## config.mk

```make
export PLATFORM = sky130hd
export DESIGN_NAME = chunked_sub_seq
export DESIGN_NICKNAME = d
export VERILOG_FILES = /design/src/rtl/int_arith_pkg.sv /design/src/rtl/chunk_sub_cell.sv /design/src/rtl/chunked_sub_seq.sv
export SDC_FILE = /design/constraint.sdc
export NUM_CORES = 1
export LEC_CHECK = 0
export ABC_AREA = 0
export BUFFER_PORTS_ARGS = -buffer_cell sky130_fd_sc_hd__buf_2
export CAP_MARGIN = 20
export CORE_AREA = 2 2 153 80
export CTS_CLUSTER_DIAMETER = 50
export CTS_CLUSTER_SIZE = 8
export DETAILED_ROUTE_END_ITERATION = 16
export DIE_AREA = 0 0 155 82
export GPL_ROUTABILITY_DRIVEN = 1
export PLACE_DENSITY = 0.67
export SYNTH_ARGS = -nofsm -noshare
export SYNTH_HDL_FRONTEND = slang
export SYNTH_HIERARCHICAL = 1
export SYNTH_SLANG_ARGS = --single-unit
```

## constraint.sdc

```tcl
create_clock -name clk -period 8.15 [get_ports clk]
set_input_delay 1.2225 -clock clk [delete_from_list [all_inputs] [get_ports clk]]
set_output_delay 1.2225 -clock clk [all_outputs]
set_load 0.005 [all_outputs]
```

## src/rtl/int_arith_pkg.sv

```systemverilog
// Shared types and constants for the integer arithmetic datapath.
package int_arith_pkg;

  typedef enum logic [1:0] {
    IDLE = 2'd0,
    BUSY = 2'd1,
    DONE = 2'd2
  } sub_state_t;

  localparam int unsigned DEFAULT_CHUNK_WIDTH = 8;

endpackage

```

## src/rtl/chunk_sub_cell.sv

```systemverilog
// One CHUNK_WIDTH-wide subtract slice with borrow in/out.
module chunk_sub_cell #(
  parameter int unsigned CHUNK_WIDTH = 8
) (
  input  logic [CHUNK_WIDTH-1:0] a_chunk,
  input  logic [CHUNK_WIDTH-1:0] b_chunk,
  input  logic                   borrow_in,
  output logic [CHUNK_WIDTH-1:0] diff_chunk,
  output logic                   borrow_out
);

  logic [CHUNK_WIDTH:0] ext;

  // The extra MSB goes high exactly when the slice result is negative.
  assign ext        = (CHUNK_WIDTH+1)'(a_chunk) - (CHUNK_WIDTH+1)'(b_chunk)
                    - (CHUNK_WIDTH+1)'(borrow_in);
  assign diff_chunk = ext[CHUNK_WIDTH-1:0];
  assign borrow_out = ext[CHUNK_WIDTH];

endmodule

```

## src/rtl/chunked_sub_seq.sv

```systemverilog
// Multi-cycle unsigned subtractor, one chunk per cycle, LSB first.
// Define CHUNKED_SUB_SAT_EN for saturating (clamp-to-zero) subtraction.
module chunked_sub_seq
  import int_arith_pkg::*;
#(
  parameter int unsigned WIDTH       = 32,
  parameter int unsigned CHUNK_WIDTH = DEFAULT_CHUNK_WIDTH
) (
  input  logic             clk,
  input  logic             reset,
  input  logic             in_valid,
  output logic             in_ready,
  input  logic [WIDTH-1:0] a,
  input  logic [WIDTH-1:0] b,
  output logic             out_valid,
  input  logic             out_ready,
  output logic [WIDTH-1:0] diff,
  output logic             borrow_out,
  output logic             zero
);

  localparam int unsigned NUM_CHUNKS = WIDTH / CHUNK_WIDTH;
  localparam int unsigned IDX_W      = (NUM_CHUNKS > 1) ? $clog2(NUM_CHUNKS) : 1;

  if (WIDTH % CHUNK_WIDTH != 0) begin : g_bad_width
    $error("chunked_sub_seq: WIDTH must be a multiple of CHUNK_WIDTH");
  end

  sub_state_t             state_q, state_d;
  logic [IDX_W-1:0]       idx_q, idx_d;
  logic                   borrow_q, borrow_d;
  logic [WIDTH-1:0]       a_q, a_d, b_q, b_d;
  logic [WIDTH-1:0]       diff_q, diff_d;
  logic                   borrow_out_q, borrow_out_d;
  logic                   zero_q, zero_d;
  logic                   out_valid_q, out_valid_d;

  logic [CHUNK_WIDTH-1:0] a_chunk, b_chunk, diff_chunk;
  logic                   cell_borrow;

  chunk_sub_cell #(.CHUNK_WIDTH(CHUNK_WIDTH)) u_cell (
    .a_chunk    (a_chunk),
    .b_chunk    (b_chunk),
    .borrow_in  (borrow_q),
    .diff_chunk (diff_chunk),
    .borrow_out (cell_borrow)
  );

  // Operand chunk select for the current index.
  always_comb begin
    a_chunk = '0;
    b_chunk = '0;
    for (int i = 0; i < int'(NUM_CHUNKS); i++) begin
      if (idx_q == IDX_W'(i)) begin
        a_chunk = a_q[i*CHUNK_WIDTH +: CHUNK_WIDTH];
        b_chunk = b_q[i*CHUNK_WIDTH +: CHUNK_WIDTH];
      end
    end
  end

  // Next-state and datapath update.
  always_comb begin
    state_d      = state_q;
    idx_d        = idx_q;
    borrow_d     = borrow_q;
    a_d          = a_q;
    b_d          = b_q;
    diff_d       = diff_q;
    borrow_out_d = borrow_out_q;
    zero_d       = zero_q;
    out_valid_d  = out_valid_q;

    unique case (state_q)
      IDLE: begin
        if (in_valid) begin
          a_d      = a;
          b_d      = b;
          idx_d    = '0;
          borrow_d = 1'b0;
          state_d  = BUSY;
        end
      end
      BUSY: begin
        for (int i = 0; i < int'(NUM_CHUNKS); i++) begin
          if (idx_q == IDX_W'(i)) diff_d[i*CHUNK_WIDTH +: CHUNK_WIDTH] = diff_chunk;
        end
        borrow_d = cell_borrow;
        idx_d    = idx_q + IDX_W'(1);
        if (idx_q == IDX_W'(NUM_CHUNKS - 1)) begin
          idx_d        = '0;
          borrow_out_d = cell_borrow;
`ifdef CHUNKED_SUB_SAT_EN
          if (cell_borrow) diff_d = '0;
`endif
          zero_d       = (diff_d == '0);
          out_valid_d  = 1'b1;
          state_d      = DONE;
        end
      end
      DONE: begin
        if (out_ready) begin
          out_valid_d = 1'b0;
          state_d     = IDLE;
        end
      end
      default: state_d = IDLE;
    endcase
  end

  always_ff @(posedge clk) begin
    if (reset) begin
      state_q      <= IDLE;
      idx_q        <= '0;
      borrow_q     <= 1'b0;
      a_q          <= '0;
      b_q          <= '0;
      diff_q       <= '0;
      borrow_out_q <= 1'b0;
      zero_q       <= 1'b0;
      out_valid_q  <= 1'b0;
    end else begin
      state_q      <= state_d;
      idx_q        <= idx_d;
      borrow_q     <= borrow_d;
      a_q          <= a_d;
      b_q          <= b_d;
      diff_q       <= diff_d;
      borrow_out_q <= borrow_out_d;
      zero_q       <= zero_d;
      out_valid_q  <= out_valid_d;
    end
  end

  assign in_ready   = (state_q == IDLE);
  assign out_valid  = out_valid_q;
  assign diff       = diff_q;
  assign borrow_out = borrow_out_q;
  assign zero       = zero_q;

endmodule

```

==> flow_summary.ini <==
[run_status]
run_status = completed

[synth]
synth_simple_gate_area_frac = 0.234
synth_top_family_by_area = simple AND/OR/NAND/NOR gates
number_of_enable_flip_flop_cells_after_synthesis = 0
async_reset_ff_frac = 0
post_synth_instance_area_um2 = 5020
synth_fp_nets = 739
ys_seq_elements = 104
synth.mux.area_fraction = 0.0498
synth.lib_cells_used.distinct = 51
synth_compound_gate_area_share = 0.172
ys.flop_type = sky130_fd_sc_hd__dfxtp_1
avg_cell_area_syn_um2 = 7.72
synth-adder-area-share = 0.0528
synth.yosys.seq_area_share = 0.414
netlist_instances = 651
yosysWarningCount = 6
post_synth_xor_area_fraction = 0.00872

[floorplan]
die_w_um = 155
dieHeight_um = 82
fp.dieArea_um2 = 12700
io_pins = 104
start_util = 0.439
floorplan.rows = 28
design.core.area_um2 = 11500

[cells_and_area]
layout_common_cells = sky130_fd_sc_hd__nand2_1 (185), sky130_fd_sc_hd__a21oi_1 (111), sky130_fd_sc_hd__dfxtp_1 (104)
layout-drive-gt1-share = 0.191
post-route-cell-area_um2 = 5910
fin_util = 0.516
mostFrequentLayoutCell = sky130_fd_sc_hd__nand2_1
areaGrowthSynthToFinish_pct = 17.7
n_antenna_cell = 0
nNetsFinal = 815

[setup_path]
crit-reg2reg-capture = zero$_SDFFE_PP0P_
max_stage_delay_ns = 0.68
worstSetupEndpointType = flip-flop
regToRegSetupSlack_ns = 3.73
crit_fanout = 22
critPathSlowestCell = sky130_fd_sc_hd__ha_1
crit_path_cell_trace = inv_1 > ha_1 > nand3b_1 > a21oi_1 > a21oi_1 > o21ai_1 > inv_1 > ha_1 > inv_1 > ha_1 > a21oi_2 > nand2_2 > a221oi_2 > nand3b_1 > a211oi_1 > o2111ai_1 > nor4_1 > a31o_1
setup.worst_path.start_class = flip-flop
path_class = flip-flop to flip-flop
crit-reg2reg-launch = idx_q[0]$_SDFFE_PP0P_
worstRegToRegCells = 18
worst-endpoint-required_ns = 8.43
worst_ep_arrival_time_ns = 4.71

[sta]
hold_violations = 0
timing_worst_slew_pin_value_ns = 1.09
final.hold.worst_slack_ns = 0.457
setup_viol_count_final = 0
clock_skew_ns = 0.00840
rsz0062_at_grt = no
slew-limit-headroom = 0.275
period_needed_ns = 4.42
final-max-slew-violation-count = 0
achievable-frequency_ghz = 0.226
min_period_over_period = 0.543
fin_setup_tns_ns = 0

[global_routing]
grt_use_total = 0.221
vias_in_the_first_global_route = 4274
global_route.overflow_total = 0
groute.layer.met2.usage = 0.304
gr-usage-met3 = 0.0565
grt-busiest-layer = met1
grt_antenna_before_repair = 0
grt_max_degree = 106
grt_pass1_wl_um = 21800
grt_use_met1 = 0.338

[clock_network]
cts.sinks = 104
clock_latency_ns = 0.34
ctsLongestPathBuffers = 2
post-cts-setup-buffers = 0
tritoncts.num_buffers = 9
cts_tree = done
cts_root_buf = sky130_fd_sc_hd__clkbuf_16
cts.htree.levels = 3
cts_hold_buf = 0
cts-resized-gates = 0
cts.reportedPaths.clkPinSlew_ns = 0.07

[worst_hold_path]
hold-path-endpoint = a_q[9]$_SDFFE_PP0P_
timing.hold.worst_path_depth = 2
min-delay-start = a_q[9]$_SDFFE_PP0P_
holdCritPathClass = flip-flop to flip-flop

[power_and_ir_drop]
power.total_w = 0.00135
swShare = 0.294
leakagePower_nw = 2.63
clockPowerShare = 0.363
power_switching_w = 0.000397
p_per_area_nw_per_um2 = 228
ir_drop_v = 0.000107
internal_power_w = 0.000951
comb_power_share = 0.222
power.share.sequential = 0.414

[placed_design]
hpwlAfterDp_um = 10000
buffer_ports.inserted = 103
dpl-instance-area_um2 = 5520
gp_routability_congestion = 0.808

[job]
max_cap_viols = 0

[route]
ant_nets = 0
routed_wire_length_per_instance_um = 15.6
routed-via-count = 4691
drt_iter0_drc = 465
route.detailed.drc = 0
firstDrtPassIters = 5
route.detailed.vias_per_inst = 5.32
wirelength_um = 13800
==> state kept, by name, indices dropped and copies added (netlist names) <==
register and cells:
out_valid 1, idx_q 2, zero 1, b_q 32, a_q 32, state_q 2
borrow_q 1, diff 32, borrow_out 1
==> cells in the mapped netlist (2+ instances only) <==
cell	instances	share of area
sky130_fd_sc_hd__clkbuf_1	20	0.015
sky130_fd_sc_hd__a21oi_1	111	0.11
sky130_fd_sc_hd__xnor2_1	3	0.0052
sky130_fd_sc_hd__inv_1	26	0.019
sky130_fd_sc_hd__o22ai_1	3	0.0037
sky130_fd_sc_hd__buf_2	17	0.017
sky130_fd_sc_hd__ha_1	18	0.045
sky130_fd_sc_hd__buf_1	2	0.0015
sky130_fd_sc_hd__nor2_1	41	0.031
sky130_fd_sc_hd__a22oi_1	3	0.0045
sky130_fd_sc_hd__o21bai_1	2	0.0030
sky130_fd_sc_hd__a211oi_1	2	0.0030
sky130_fd_sc_hd__xor2_1	2	0.0035
sky130_fd_sc_hd__dfxtp_1	104	0.41
sky130_fd_sc_hd__nand2b_1	3	0.0037
sky130_fd_sc_hd__nand3b_1	17	0.025
sky130_fd_sc_hd__nor3_1	5	0.0050
sky130_fd_sc_hd__clkbuf_8	2	0.0055
sky130_fd_sc_hd__a21oi_2	2	0.0035
sky130_fd_sc_hd__mux2i_1	25	0.050
sky130_fd_sc_hd__nand3_1	2	0.0020
sky130_fd_sc_hd__nand2_2	4	0.0050
sky130_fd_sc_hd__nor4_1	5	0.0062
sky130_fd_sc_hd__and2b_1	2	0.0030
sky130_fd_sc_hd__nand2_1	185	0.14
sky130_fd_sc_hd__bufbuf_8	2	0.0075
sky130_fd_sc_hd__o21ai_1	17	0.017
sky130_fd_sc_hd__fa_1	2	0.0080
sky130_fd_sc_hd__o21ai_0	2	0.0020
==> layout make-up <==
| cell class | count | area [um^2] |
|---|---|---|
| Fill cell | 1121 | 5540 |
| Multi-Input combinational cell | 477 | 2610 |
| Sequential cell | 104 | 2080 |
| Timing Repair Buffer | 109 | 593 |
| Clock buffer | 9 | 225 |
| Tap cell | 150 | 188 |
| Clock inverter | 7 | 120 |
| Inverter | 26 | 97.6 |
==> critical path, delay by kind of cell (launching register included) <==
family | cells | cell delay (ns)
compound gates | 8 | 1.55
fa+ha+maj | 3 | 1.33
simple gates | 4 | 0.90
flops | 1 | 0.36
buf+inv | 3 | 0.20
==> through the flow <==
stage | std cells | setup WS [ns]
after floorplan | 651 | 4.38
final | 882 | 3.73
after global placement | 864 | 3.78
after CTS | 880 | 3.59
after global routing | 882 | 3.44
after detailed placement | 864 | 3.61
==> logic make-up after synthesis <==
logic type | after synthesis
AND/OR/NAND/NOR | 274
AO/OA/AOI/OAI | 153
flip-flops | 104
buffers and inverters | 70
multiplexers | 25
adder cells (fa/ha/maj) | 20
XOR/XNOR | 5
==> layer usage <==
metal,share of wire,wire length (um),vias up
met1,0.53,7280,2196
li1,-,-,2313
met2,0.39,5340,173
met4,0.0051,70,0
met5,0,0,-
met3,0.078,1080,9
==> worst max path at each step <==
stage                                     start  slack, ns           endpoint
after global routing      idx_q[0]$_SDFFE_PP0P_       3.44  zero$_SDFFE_PP0P_
final                     idx_q[0]$_SDFFE_PP0P_       3.73  zero$_SDFFE_PP0P_
after floorplan           idx_q[0]$_SDFFE_PP0P_       4.38  zero$_SDFFE_PP0P_
after CTS                 idx_q[0]$_SDFFE_PP0P_       3.59  zero$_SDFFE_PP0P_
after detailed placement  idx_q[0]$_SDFFE_PP0P_       3.61  zero$_SDFFE_PP0P_
after global placement    idx_q[0]$_SDFFE_PP0P_       3.78  zero$_SDFFE_PP0P_
==> power by group through the flow <==
stage	Clock, W	Combinational (W)	Sequential [W]
finish	0.000490	0.000300	0.000558
CTS	0.000498	0.000291	0.000558
global placement	0	0.000282	0.000568
floorplan	0	0.000214	0.000562
global route	0.000520	0.000334	0.000561
detailed placement	0	0.000290	0.000569
Note: power is estimated with default switching activity, not from simulation.
